--- src/rtl/cla_seq_ctrl_if.sv ---
// cla_seq_ctrl_if: operation request / result handshake bundle
interface cla_seq_ctrl_if #(parameter int NIBBLES = 4);
  localparam int W = 4 * NIBBLES;
  logic in_valid, in_ready, in_sub, in_cin;
  logic [W-1:0] in_a, in_b;
  logic out_valid, out_ready, out_cout, out_ovf, out_zero;
  logic [W-1:0] out_sum;
  modport master (output in_valid, in_a, in_b, in_sub, in_cin, out_ready,
                  input in_ready, out_valid, out_sum, out_cout, out_ovf, out_zero);
  modport slave (input in_valid, in_a, in_b, in_sub, in_cin, out_ready,
                 output in_ready, out_valid, out_sum, out_cout, out_ovf, out_zero);
endinterface

--- src/rtl/cla_seq_ctrl.sv ---
// cla_seq_ctrl: nibble-serial adder/subtractor built around a single 4-bit CLA
module cla_4bit (
  input  logic [3:0] A,
  input  logic [3:0] B,
  input  logic       Cin,
  output logic [3:0] S,
  output logic       Cout
);
  logic [3:0] g, p;
  logic [4:0] c;
  assign g = A & B;
  assign p = A ^ B;
  assign c[0] = Cin;
  assign c[1] = g[0] | (p[0] & c[0]);
  assign c[2] = g[1] | (p[1] & g[0]) | (p[1] & p[0] & c[0]);
  assign c[3] = g[2] | (p[2] & g[1]) | (p[2] & p[1] & g[0]) | (p[2] & p[1] & p[0] & c[0]);
  assign c[4] = g[3] | (p[3] & g[2]) | (p[3] & p[2] & g[1]) | (p[3] & p[2] & p[1] & g[0])
              | (p[3] & p[2] & p[1] & p[0] & c[0]);
  assign S = p ^ c[3:0];
  assign Cout = c[4];
endmodule

module cla_seq_ctrl #(parameter int NIBBLES = 4) (
  input logic clk,
  input logic rst,
  cla_seq_ctrl_if.slave bus
);
  localparam int W = 4 * NIBBLES;
  localparam int IW = $clog2(NIBBLES);
  typedef enum logic [1:0] {IDLE, ADD, HOLD} state_t;
  state_t state_q, state_d;
  logic [W-1:0] a_q, a_d, b_q, b_d, res_q, res_d, sum_q, sum_d;
  logic [IW-1:0] idx_q, idx_d;
  logic carry_q, carry_d, cout_q, cout_d, ovf_q, ovf_d, zero_q, zero_d;
  logic [3:0] s;
  logic co, last;
  cla_4bit u_cla (.A(a_q[idx_q*4 +: 4]), .B(b_q[idx_q*4 +: 4]), .Cin(carry_q), .S(s), .Cout(co));
  assign last = idx_q == IW'(NIBBLES - 1);
  assign bus.in_ready = (state_q == IDLE) | ((state_q == HOLD) & bus.out_ready);
  assign bus.out_valid = state_q == HOLD;
  assign bus.out_sum = sum_q;
  assign bus.out_cout = cout_q;
  assign bus.out_ovf = ovf_q;
  assign bus.out_zero = zero_q;
  always_comb begin
    state_d = state_q;
    a_d = a_q;
    b_d = b_q;
    res_d = res_q;
    idx_d = idx_q;
    carry_d = carry_q;
    sum_d = sum_q;
    cout_d = cout_q;
    ovf_d = ovf_q;
    zero_d = zero_q;
    if (state_q == ADD) begin
      res_d[idx_q*4 +: 4] = s;
      carry_d = co;
      idx_d = idx_q + 1'b1;
      if (last) begin
        // publish the whole result at once so partial sums never reach the outputs
        state_d = HOLD;
        sum_d = res_d;
        cout_d = co;
        ovf_d = (a_q[W-1] == b_q[W-1]) & (res_d[W-1] != a_q[W-1]);
        zero_d = res_d == '0;
      end
    end else if (bus.in_valid & bus.in_ready) begin
      state_d = ADD;
      a_d = bus.in_a;
      b_d = bus.in_sub ? ~bus.in_b : bus.in_b;
      carry_d = bus.in_sub | bus.in_cin;
      idx_d = '0;
    end else if ((state_q == HOLD) & bus.out_ready) begin
      state_d = IDLE;
    end
  end
  always_ff @(posedge clk) begin
    if (rst) begin
      state_q <= IDLE;
      a_q <= '0;
      b_q <= '0;
      res_q <= '0;
      idx_q <= '0;
      carry_q <= 1'b0;
      sum_q <= '0;
      cout_q <= 1'b0;
      ovf_q <= 1'b0;
      zero_q <= 1'b0;
    end else begin
      state_q <= state_d;
      a_q <= a_d;
      b_q <= b_d;
      res_q <= res_d;
      idx_q <= idx_d;
      carry_q <= carry_d;
      sum_q <= sum_d;
      cout_q <= cout_d;
      ovf_q <= ovf_d;
      zero_q <= zero_d;
    end
  end
endmodule

--- src/flat_wrapper.sv ---
// flat-port wrapper written by rule: the top's interface ports become plain ports
module cla_seq_ctrl_flat 
#(parameter int NIBBLES = 4)
  (clk, rst, bus_in_valid, bus_in_a, bus_in_b, bus_in_sub, bus_in_cin, bus_out_ready, bus_in_ready, bus_out_valid, bus_out_sum, bus_out_cout, bus_out_ovf, bus_out_zero);
  cla_seq_ctrl_if #(.NIBBLES(NIBBLES)) bus_i ();
  input logic clk;
  input logic rst;
  input wire logic [$bits(bus_i.in_valid)-1:0] bus_in_valid;
  input wire logic [$bits(bus_i.in_a)-1:0] bus_in_a;
  input wire logic [$bits(bus_i.in_b)-1:0] bus_in_b;
  input wire logic [$bits(bus_i.in_sub)-1:0] bus_in_sub;
  input wire logic [$bits(bus_i.in_cin)-1:0] bus_in_cin;
  input wire logic [$bits(bus_i.out_ready)-1:0] bus_out_ready;
  output wire logic [$bits(bus_i.in_ready)-1:0] bus_in_ready;
  output wire logic [$bits(bus_i.out_valid)-1:0] bus_out_valid;
  output wire logic [$bits(bus_i.out_sum)-1:0] bus_out_sum;
  output wire logic [$bits(bus_i.out_cout)-1:0] bus_out_cout;
  output wire logic [$bits(bus_i.out_ovf)-1:0] bus_out_ovf;
  output wire logic [$bits(bus_i.out_zero)-1:0] bus_out_zero;
  assign bus_i.in_valid = bus_in_valid;
  assign bus_i.in_a = bus_in_a;
  assign bus_i.in_b = bus_in_b;
  assign bus_i.in_sub = bus_in_sub;
  assign bus_i.in_cin = bus_in_cin;
  assign bus_i.out_ready = bus_out_ready;
  assign bus_in_ready = bus_i.in_ready;
  assign bus_out_valid = bus_i.out_valid;
  assign bus_out_sum = bus_i.out_sum;
  assign bus_out_cout = bus_i.out_cout;
  assign bus_out_ovf = bus_i.out_ovf;
  assign bus_out_zero = bus_i.out_zero;
  cla_seq_ctrl #(.NIBBLES(NIBBLES)) u_core (.clk(clk), .rst(rst), .bus(bus_i));
endmodule
--- config.mk ---
export PLATFORM = sky130hd
export DESIGN_NAME = cla_seq_ctrl_flat
export DESIGN_NICKNAME = d
export VERILOG_FILES = /design/src/rtl/cla_seq_ctrl_if.sv /design/src/rtl/cla_seq_ctrl.sv /design/src/flat_wrapper.sv
export SDC_FILE = /design/constraint.sdc
export NUM_CORES = 1
export LEC_CHECK = 0
export CORE_ASPECT_RATIO = 1.5
export CORE_UTILIZATION = 53
export DETAILED_ROUTE_END_ITERATION = 8
export PLACE_DENSITY = 0.91
export SETUP_SLACK_MARGIN = 0.1
export SYNTH_ARGS = -nofsm -noshare
export SYNTH_HDL_FRONTEND = slang
export SYNTH_SLANG_ARGS = --single-unit
--- constraint.sdc ---
create_clock -name clk -period 3.6 [get_ports clk]
set_input_delay 0.36 -clock clk [delete_from_list [all_inputs] [get_ports clk]]
set_output_delay 0.36 -clock clk [all_outputs]
set_load 0.02 [all_outputs]
==> results of run 1 <==
[Yosys cell counts, drive strengths merged (3+ instances only)]
cell type  instances
dfxtp             72
nor2              64
nand2             44
a211oi            39
a21oi             31
xnor2             17
buf               15
clkbuf            14
ha                11
nor3              10
a22oi              9
inv                9
mux4               8
nand3              6
nor2b              6
o21ai              6
a21o               3
xor2               3
[logic make-up (layout without fill, tap and decap cells)]
group	Yosys count	in the layout	share of synthesized area
AOI/OAI and AO/OA	100	100	0.202
xor gates and xnor gates	20	20	0.0531
adders and majority gates	12	12	0.0458
buffers and inverters	38	89	0.0487
DFF	72	72	0.419
muxes	8	8	0.0523
and+or+nand+nor	141	141	0.179
[power groups by stage]
stage	Sequential [µW]	Combinational, µW	Clock (µW)
2_1_floorplan	876	236	0
3_3_place_gp	888	317	0
3_5_place_dp	891	326	0
4_1_cts	872	327	549
5_1_grt	877	361	581
6_report	873	329	547
[flip-flops by register name (all words and copies together), names as in the netlist]
register	count
u_core.b_q	16
u_core.bus.out_sum	16
u_core.bus.out_cout	1
u_core.bus.out_zero	1
u_core.res_q	16
u_core.bus.out_ovf	1
u_core.carry_q	1
u_core.idx_q	2
u_core.state_q	2
u_core.a_q	16
[final timing paths]
path / endpoint / slack [ns] / cells past startpoint
worst min-delay path: u_core.a_q[11] / 0.45 / 2
worst max-delay path: u_core.bus.out_zero / 0.37 / 7
worst min register to register: u_core.a_q[11] / 0.45 / 2
worst max register to register: u_core.bus.out_zero / 0.37 / 7
[critical path: stages, from the launching register on]
cell and delay, ns:
sky130_fd_sc_hd__dfxtp_1 0.68, sky130_fd_sc_hd__mux4_2 0.63, sky130_fd_sc_hd__ha_1 0.33, sky130_fd_sc_hd__a21o_1 0.18
sky130_fd_sc_hd__a21oi_1 0.20, sky130_fd_sc_hd__xor2_1 0.55, sky130_fd_sc_hd__a21oi_1 0.14, sky130_fd_sc_hd__o41ai_1 0.40
[final cells by class]
cell class,count,share of cell area
multi-input cells,281,0.438
flip-flops and latches,72,0.344
repair buffers,64,0.148
clock buffers,10,0.0305
well taps,74,0.0221
clock inverters,6,0.00867
inverters,9,0.00807
[per-layer routing]
layer / track usage / wire length, µm / vias up
met5: 0 / 0 / -
met4: 0.167 / 340 / 0
met3: 0.0464 / 239 / 35
met2: 0.436 / 4210 / 85
met1: 0.273 / 3040 / 1360
li1: - / - / 1463
[per-stage QoR]
stage / instances / setup slack (ns) / util / hold WS (ns)
after floorplan: 391 / 0.629 / - / 0.433
after global placement: 500 / 0.559 / 0.647 / 0.442
after detailed placement: 500 / 0.430 / 0.647 / 0.446
after CTS: 516 / 0.382 / 0.673 / 0.455
after global routing: 516 / 0.187 / 0.673 / 0.467
final: 516 / 0.374 / 0.673 / 0.454
==> qor_table.md, run 1 <==
| Step | Parameter | Value |
|:---|:---|:---|
| pwr | VDD IR-drop max | 0.000309 V |
| sta | Max Clock Skew | 0.00828 ns |
| finish | Fraction of final layout cells with drive strength greater than 1 | 0.0928 |
| pwr | Design Power | 1750 µW |
| placed design | Routability-driven placement congestion ratio | 0.872 |
| worst setup path | Setup crit start kind | register |
| min path | Hold path start | u_core.a_q[11] |
| sta | Period utilisation layout | 0.896 |
| route | Number of vias after detailed routing | 2943 |
| grt | First-pass GRT wire length | 13000 µm |
| worst setup path | Arrival time of data at the critical path endpoint | 3.47 ns |
| clock tree | H-tree levels | 3 |
| clock tree | Clock network latency to the later pin of the worst-skew pair | 0.35 ns |
| grt | Grt total ovfl | 0 |
| placed design | HPWL Detailed | 5750 µm |
| logic synthesis | Post-synthesis cell type with the largest combined area | sky130_fd_sc_hd__dfxtp_1 |
| die | Die width | 67.8 µm |
| finish | Number of inserted diodes | 0 |
| clock tree | Clock input transition at the sequential cells of the worst setup and hold paths | 0.07 ns |
| logic synthesis | Count of flip-flops with a built-in enable after synthesis | 0 |
| finish | Footprint of the multi-input gates | 0.00183 mm² |
| finish | Total non-filler cell area in the finished layout | 0.00419 mm² |
| route | Wire length reported by the detailed router | 7830 µm |
| pwr | Design internal power | 1230 µW |
| logic synthesis | Post-synthesis sequential element count | 72 |
| sta | Fmax achieved | 310 MHz |
| grt | Via count of the first global-routing pass | 2901 |
| route | DRC violation count after routing | 0 |
| pwr | Switching Power | 518 µW |
| sta | Slew of the pin with the lowest slew margin | 0.886 ns |
| logic synthesis | Synthesized area per cell | 8.80 µm² |
| logic synthesis | Top cell type's share of synthesized area | 0.419 |
| sta | Fin. max-slew vios | 0 |
| status | Outcome | finished, final reports clean |
| sta | Final hold vios | 0 |
| die | Top-level port count | 59 |
| logic synthesis | Net count after synthesis | 441 |
| grt | Gr usage total | 0.253 |
| clock tree | Clock Sink Count | 72 |
| finish | Commonest non-fill, non-tap cell in the layout | sky130_fd_sc_hd__dfxtp_1 |
| clock tree | Largest buffer count on any clock path | 2 |
| die | Core box area | 0.00622 mm² |
| die | DIE HEIGHT | 101 µm |
| job | Maxcap violations | 0 |
| sta | Crit path time final | 3.23 ns |
| logic synthesis | Most used DFF post-synth | sky130_fd_sc_hd__dfxtp_1 |
| min path | Hold/Removal Path Class | reg -> reg |
| route | Antenna violation net count after detailed routing | 0 |
| sta | Max-Slew Margin vs Limit | 0.408 |
| route | Vias/cell | 5.70 |
| pwr | Total power density per cell area | 418 mW/mm² |
| clock tree | Clock buffers created by TritonCTS | 9 |
| grt | Pin count of the biggest net entering global routing | 50 |
| logic synthesis | Sequential cell area fraction in the yosys report | 0.419 |
| finish | Sequential cell area | 0.00144 mm² |
| clock tree | Total of cells resized after clock tree synthesis | 0 |
| logic synthesis | Mapped cell area | 0.00344 mm² |
| sta | Setup repair after global routing missed its margin | no |
| die | Standard-cell row count | 35 |
| sta | Setup TNS | 0 ns |
| pwr | Combinational power share | 0.188 |
| worst setup path | Start point of the critical path | u_core.idx_q[0] |
| placed design | Number of buffer cells added on primary ports | 58 |
| route | Detailed-route wire length per cell | 15.2 µm |
| pwr | Switching share of power | 0.296 |
| logic synthesis | Top cells by area, synth | sky130_fd_sc_hd__dfxtp_1, sky130_fd_sc_hd__a211oi_1, sky130_fd_sc_hd__nor2_1 |
| finish | Leading cell types in the layout, fill and taps excluded | sky130_fd_sc_hd__dfxtp_1, sky130_fd_sc_hd__nor2_1, sky130_fd_sc_hd__clkdlybuf4s50_1 |
| finish | Final Net Count | 487 |
| clock tree | Clock tree from TritonCTS | built |
| finish | Fill cell count | 501 |
| worst setup path | Max FO, Critical Path | 12 |
| worst setup path | Worst Path Required | 3.84 ns |
| clock tree | Clock Root Buffer | sky130_fd_sc_hd__clkbuf_8 |
| logic synthesis | Yosys warns | 0 |
| pwr | Fraction of power consumed by the clock network | 0.313 |
| sta | Number of endpoints failing setup at the final stage | 0 |
| clock tree | CTS Hold Buffers Added | 0 |
| clock tree | Buffers inserted during post-CTS setup optimization | 0 |
| logic synthesis | Synthesized instance count | 391 |
| worst setup path | Setup Crit Path Kind | reg -> reg |
| finish | Synthesis-to-finish area growth | 21.6% |
| die | Die footprint | 0.00683 mm² |
| logic synthesis | Post-synthesis async set-or-reset flop share | 0 |
| placed design | Placed inst area | 0.00402 mm² |
| route | DR pass1 iterations | 5 |
| die | Initial cell density of the core | 0.554 |
| logic synthesis | Unique cell type count in the Yosys netlist | 47 |
| route | Count of routing violations after the opening detailed-route iteration | 207 |
| worst setup path | Worst r2r src | u_core.idx_q[0] |
| pwr | Fraction of power consumed by sequential logic | 0.499 |
| worst setup path | Type of element capturing the critical path | register |
| pwr | Static Leak | 0.00151 µW |
| grt | Initial antenna violation count | 0 |
(Power assumes the default switching activity.)
==> run 2, diff against run 1 <==
==> constraint.sdc (replaced) <==
create_clock -name clk -period 3.6 [get_ports clk]
set_input_delay 0.36 -clock clk [delete_from_list [all_inputs] [get_ports clk]]
set_output_delay 0.36 -clock clk [all_outputs]
set_load 0.05 [all_outputs]
==> results of run 2 <==
Same layout as run 1 (identical final DEF). Status: finished, final reports clean.
==> run 3, diff against run 2 <==
--- a/config.mk
+++ b/config.mk
@@ -12,4 +12,5 @@
 export SETUP_SLACK_MARGIN = 0.1
 export SYNTH_ARGS = -nofsm -noshare
 export SYNTH_HDL_FRONTEND = slang
+export SYNTH_HIERARCHICAL = 1
 export SYNTH_SLANG_ARGS = --single-unit
==> qor_table.md, run 3 <==
| Step | Parameter | Value |
|:---|:---|:---|
| grt | Busiest grt layer | met2 |
| logic synthesis | Mapped cell area | 0.00344 mm² |
| worst setup path | Type of element capturing the critical path | register |
| sta | Fmax achieved | 304 MHz |
| pwr | Total power density per cell area | 452 mW/mm² |
| clock tree | Clock input transition at the sequential cells of the worst setup and hold paths | 0.07 ns |
| clock tree | Clock Root Buffer | sky130_fd_sc_hd__clkbuf_8 |
| die | Core box area | 0.00622 mm² |
| worst setup path | Family with the most delay on the worst path | compound AO/OA/AOI/OAI gates |
| worst setup path | Setup Crit Path Kind | reg -> reg |
| grt | Initial antenna violation count | 0 |
| finish | Final Net Count | 477 |
| pwr | VDD IR-drop max | 0.000312 V |
| grt | Via count of the first global-routing pass | 2788 |
| placed design | Number of buffer cells added on primary ports | 58 |
| route | DR pass1 iterations | 4 |
| sta | Fin. max-slew vios | 0 |
| clock tree | Clock buffers created by TritonCTS | 9 |
| logic synthesis | Sequential cell area fraction in the yosys report | 0.419 |
| clock tree | Buffers inserted during post-CTS setup optimization | 0 |
| worst setup path | Worst reg2reg setup slack | 0.31 ns |
| route | Detailed-route wire length per cell | 14.6 µm |
| finish | Number of inserted diodes | 0 |
| clock tree | H-tree levels | 3 |
| logic synthesis | Yosys warns | 6 |
| pwr | Design internal power | 1440 µW |
| min path | Hold/Removal Path Class | reg -> reg |
| pwr | Static Leak | 0.00151 µW |
| sta | Max Clock Skew | 0.0123 ns |
| job | Maxcap violations | 0 |
| die | Die width | 67.8 µm |
| sta | Crit path time final | 3.29 ns |
| pwr | Fraction of power consumed by sequential logic | 0.445 |
| logic synthesis | Count leader, synth | sky130_fd_sc_hd__dfxtp_1 |
| finish | Leading cell types in the layout, fill and taps excluded | sky130_fd_sc_hd__dfxtp_1, sky130_fd_sc_hd__clkdlybuf4s50_1, sky130_fd_sc_hd__nor2_1 |
| logic synthesis | Post-synthesis cell type with the largest combined area | sky130_fd_sc_hd__dfxtp_1 |
| finish | Commonest non-fill, non-tap cell in the layout | sky130_fd_sc_hd__dfxtp_1 |
| route | Vias/cell | 5.73 |
| logic synthesis | Synthesized instance count | 383 |
| sta | Minimum setup slack in the final design | 0.307 ns |
| grt | Gr usage total | 0.246 |
| die | Standard-cell row count | 35 |
| logic synthesis | Synthesized area per cell | 8.99 µm² |
| finish | Fill cell count | 490 |
| die | DIE HEIGHT | 101 µm |
| worst setup path | Buffering stage count on the worst path with inverters included | 1 |
| sta | Final hold vios | 0 |
| grt | Pin count of the biggest net entering global routing | 50 |
| grt | Global-route met3 utilization | 0.0577 |
| route | Number of vias after detailed routing | 2907 |
| logic synthesis | Most used DFF post-synth | sky130_fd_sc_hd__dfxtp_1 |
| worst setup path | Crit path largest cell delay | 0.57 ns |
| worst setup path | Most prevalent standard cell on the critical path | sky130_fd_sc_hd__a31o_1 |
| placed design | Pre-CTS setup slack | 0.199 ns |
| route | Count of routing violations after the opening detailed-route iteration | 222 |
| placed design | Routability-driven placement congestion ratio | 0.879 |
| grt | Met2 track demand over resource in global routing | 0.416 |
| logic synthesis | Unique cell type count in the Yosys netlist | 45 |
| worst setup path | Worst Path Required | 3.89 ns |
| finish | Fraction of final layout cells with drive strength greater than 1 | 0.0901 |
| route | Wire length reported by the detailed router | 7410 µm |
| logic synthesis | Count of flip-flops with a built-in enable after synthesis | 0 |
| grt | First-pass GRT wire length | 12500 µm |
| logic synthesis | Post-synthesis async set-or-reset flop share | 0 |
| sta | Period utilisation layout | 0.915 |
| sta | Slew of the pin with the lowest slew margin | 0.896 ns |
| worst setup path | Max FO, Critical Path | 16 |
| placed design | HPWL Detailed | 5360 µm |
| route | DRC violation count after routing | 0 |
| pwr | Switching Power | 484 µW |
| clock tree | Clock tree from TritonCTS | built |
| clock tree | Clock network latency to the later pin of the worst-skew pair | 0.35 ns |
| logic synthesis | Net count after synthesis | 432 |
| die | Top-level port count | 59 |
| worst setup path | Setup crit start kind | register |
| worst setup path | Cells along the critical path | buf_4, mux4_2, ha_1, a21o_1, a31o_1, xor2_2, or4_1, a221oi_1, a31o_1 |
| pwr | Fraction of power consumed by the clock network | 0.404 |
| finish | Final core utilization | 0.685 |
| sta | Setup TNS | 0 ns |
| logic synthesis | Top cell type's share of synthesized area | 0.419 |
| sta | Max-Slew Margin vs Limit | 0.399 |
| pwr | Switching share of power | 0.252 |
| status | Outcome | finished, final reports clean |
| pwr | Design Power | 1920 µW |
| clock tree | Clock Sink Count | 72 |
| pwr | Combinational power share | 0.151 |
| clock tree | Largest buffer count on any clock path | 2 |
| grt | Grt total ovfl | 0 |
| worst setup path | Arrival time of data at the critical path endpoint | 3.58 ns |
| sta | Setup repair after global routing missed its margin | no |
| sta | Number of endpoints failing setup at the final stage | 0 |
| grt | Met1 track demand over resource in global routing | 0.272 |
| logic synthesis | Most numerous cell types in the synthesized netlist | sky130_fd_sc_hd__dfxtp_1, sky130_fd_sc_hd__nor2_1, sky130_fd_sc_hd__nand2_1, sky130_fd_sc_hd__a211oi_1, sky130_fd_sc_hd__a21oi_1 |
| logic synthesis | Top cells by area, synth | sky130_fd_sc_hd__dfxtp_1, sky130_fd_sc_hd__a211oi_1, sky130_fd_sc_hd__nor2_1 |
| die | Initial cell density of the core | 0.554 |
| route | Antenna violation net count after detailed routing | 0 |
| die | Die footprint | 0.00683 mm² |
| logic synthesis | Post-synthesis sequential element count | 72 |
| finish | Synthesis-to-finish area growth | 23.7% |
| worst setup path | Critical path's slowest cell | sky130_fd_sc_hd__dfxtp_1 |
run 3: changes by cell type after synthesis, moves of 5 or more:
| cell | delta |
|---|---|
| sky130_fd_sc_hd__nand2_1 | -5 |
| sky130_fd_sc_hd__nor2b_1 | +8 |
| sky130_fd_sc_hd__nor2_1 | -9 |
| sky130_fd_sc_hd__a31oi_1 | +5 |
| sky130_fd_sc_hd__o21ai_0 | -5 |
| sky130_fd_sc_hd__nor3_1 | -7 |
run 3: area by class of cell:
| class | count | area, µm² | share of cell area |
|---|---|---|---|
| Multi-Input combinational cell | 272 | 1820 | 0.427 |
| Timing Repair Buffer | 65 | 628 | 0.148 |
| Inverter | 8 | 30.0 | 0.00705 |
| Sequential cell | 72 | 1440 | 0.339 |
| Tap cell | 74 | 92.6 | 0.0218 |
| Clock buffer | 11 | 141 | 0.0332 |
| Clock inverter | 5 | 104 | 0.0244 |
run 3: cells by family (layout without fill, tap and decap cells):
family          Yosys count  after routing  share of synthesized area
simple gates            134            134                      0.182
compound gates           98             98                      0.195
flops                    72             72                      0.419
buf+inv                  39             89                     0.0549
xor+xnor                 19             19                     0.0483
fa+ha+maj                11             11                     0.0422
mux                      10             10                     0.0582
run 3: per-stage QoR:
step           area, µm²  cells  hold slack [ns]
2_1_floorplan       3440    383            0.433
3_3_place_gp        4000    491            0.443
3_5_place_dp        4000    491            0.448
4_1_cts             4250    507            0.459
5_1_grt             4260    507            0.484
6_report            4260    507            0.458
run 3: timing repair:
item / CTS / global route
gates resized for setup: 0 / 1
setup endpoints to repair: 0 / 2
hold buffers: 0 / 0
run 3: path summary, 6_finish.rpt:
| check | startpoint | to | depth (start not counted) |
|---|---|---|---|
| max | u_core/idx_q[0] | u_core/bus.out_zero | 9 |
| min | u_core/a_q[0] | u_core/a_q[0] | 2 |
| max reg2reg | u_core/idx_q[0] | u_core/bus.out_zero | 9 |
| min reg2reg | u_core/a_q[0] | u_core/a_q[0] | 2 |
run 3: metal layers:
layer | wire length, µm | vias up
met4 | 308 | 0
met5 | 0 | -
met1 | 2930 | 1360
met3 | 265 | 25
met2 | 3900 | 82
li1 | - | 1440
run 3: power by group through the flow:
stage	sequential [µW]	clock (µW)	combinational (µW)
after CTS	857	789	287
after detailed placement	875	0	284
final	857	777	291
after floorplan	865	0	200
after global routing	861	830	317
after global placement	874	0	275
run 3: worst reg2reg max path: stages (launching register included):
cell and delay (ns):
sky130_fd_sc_hd__dfxtp_1 0.57, sky130_fd_sc_hd__buf_4 0.30, sky130_fd_sc_hd__mux4_2 0.53, sky130_fd_sc_hd__ha_1 0.21
sky130_fd_sc_hd__a21o_1 0.16, sky130_fd_sc_hd__a31o_1 0.23, sky130_fd_sc_hd__xor2_2 0.21, sky130_fd_sc_hd__or4_1 0.52
sky130_fd_sc_hd__a221oi_1 0.34, sky130_fd_sc_hd__a31o_1 0.18
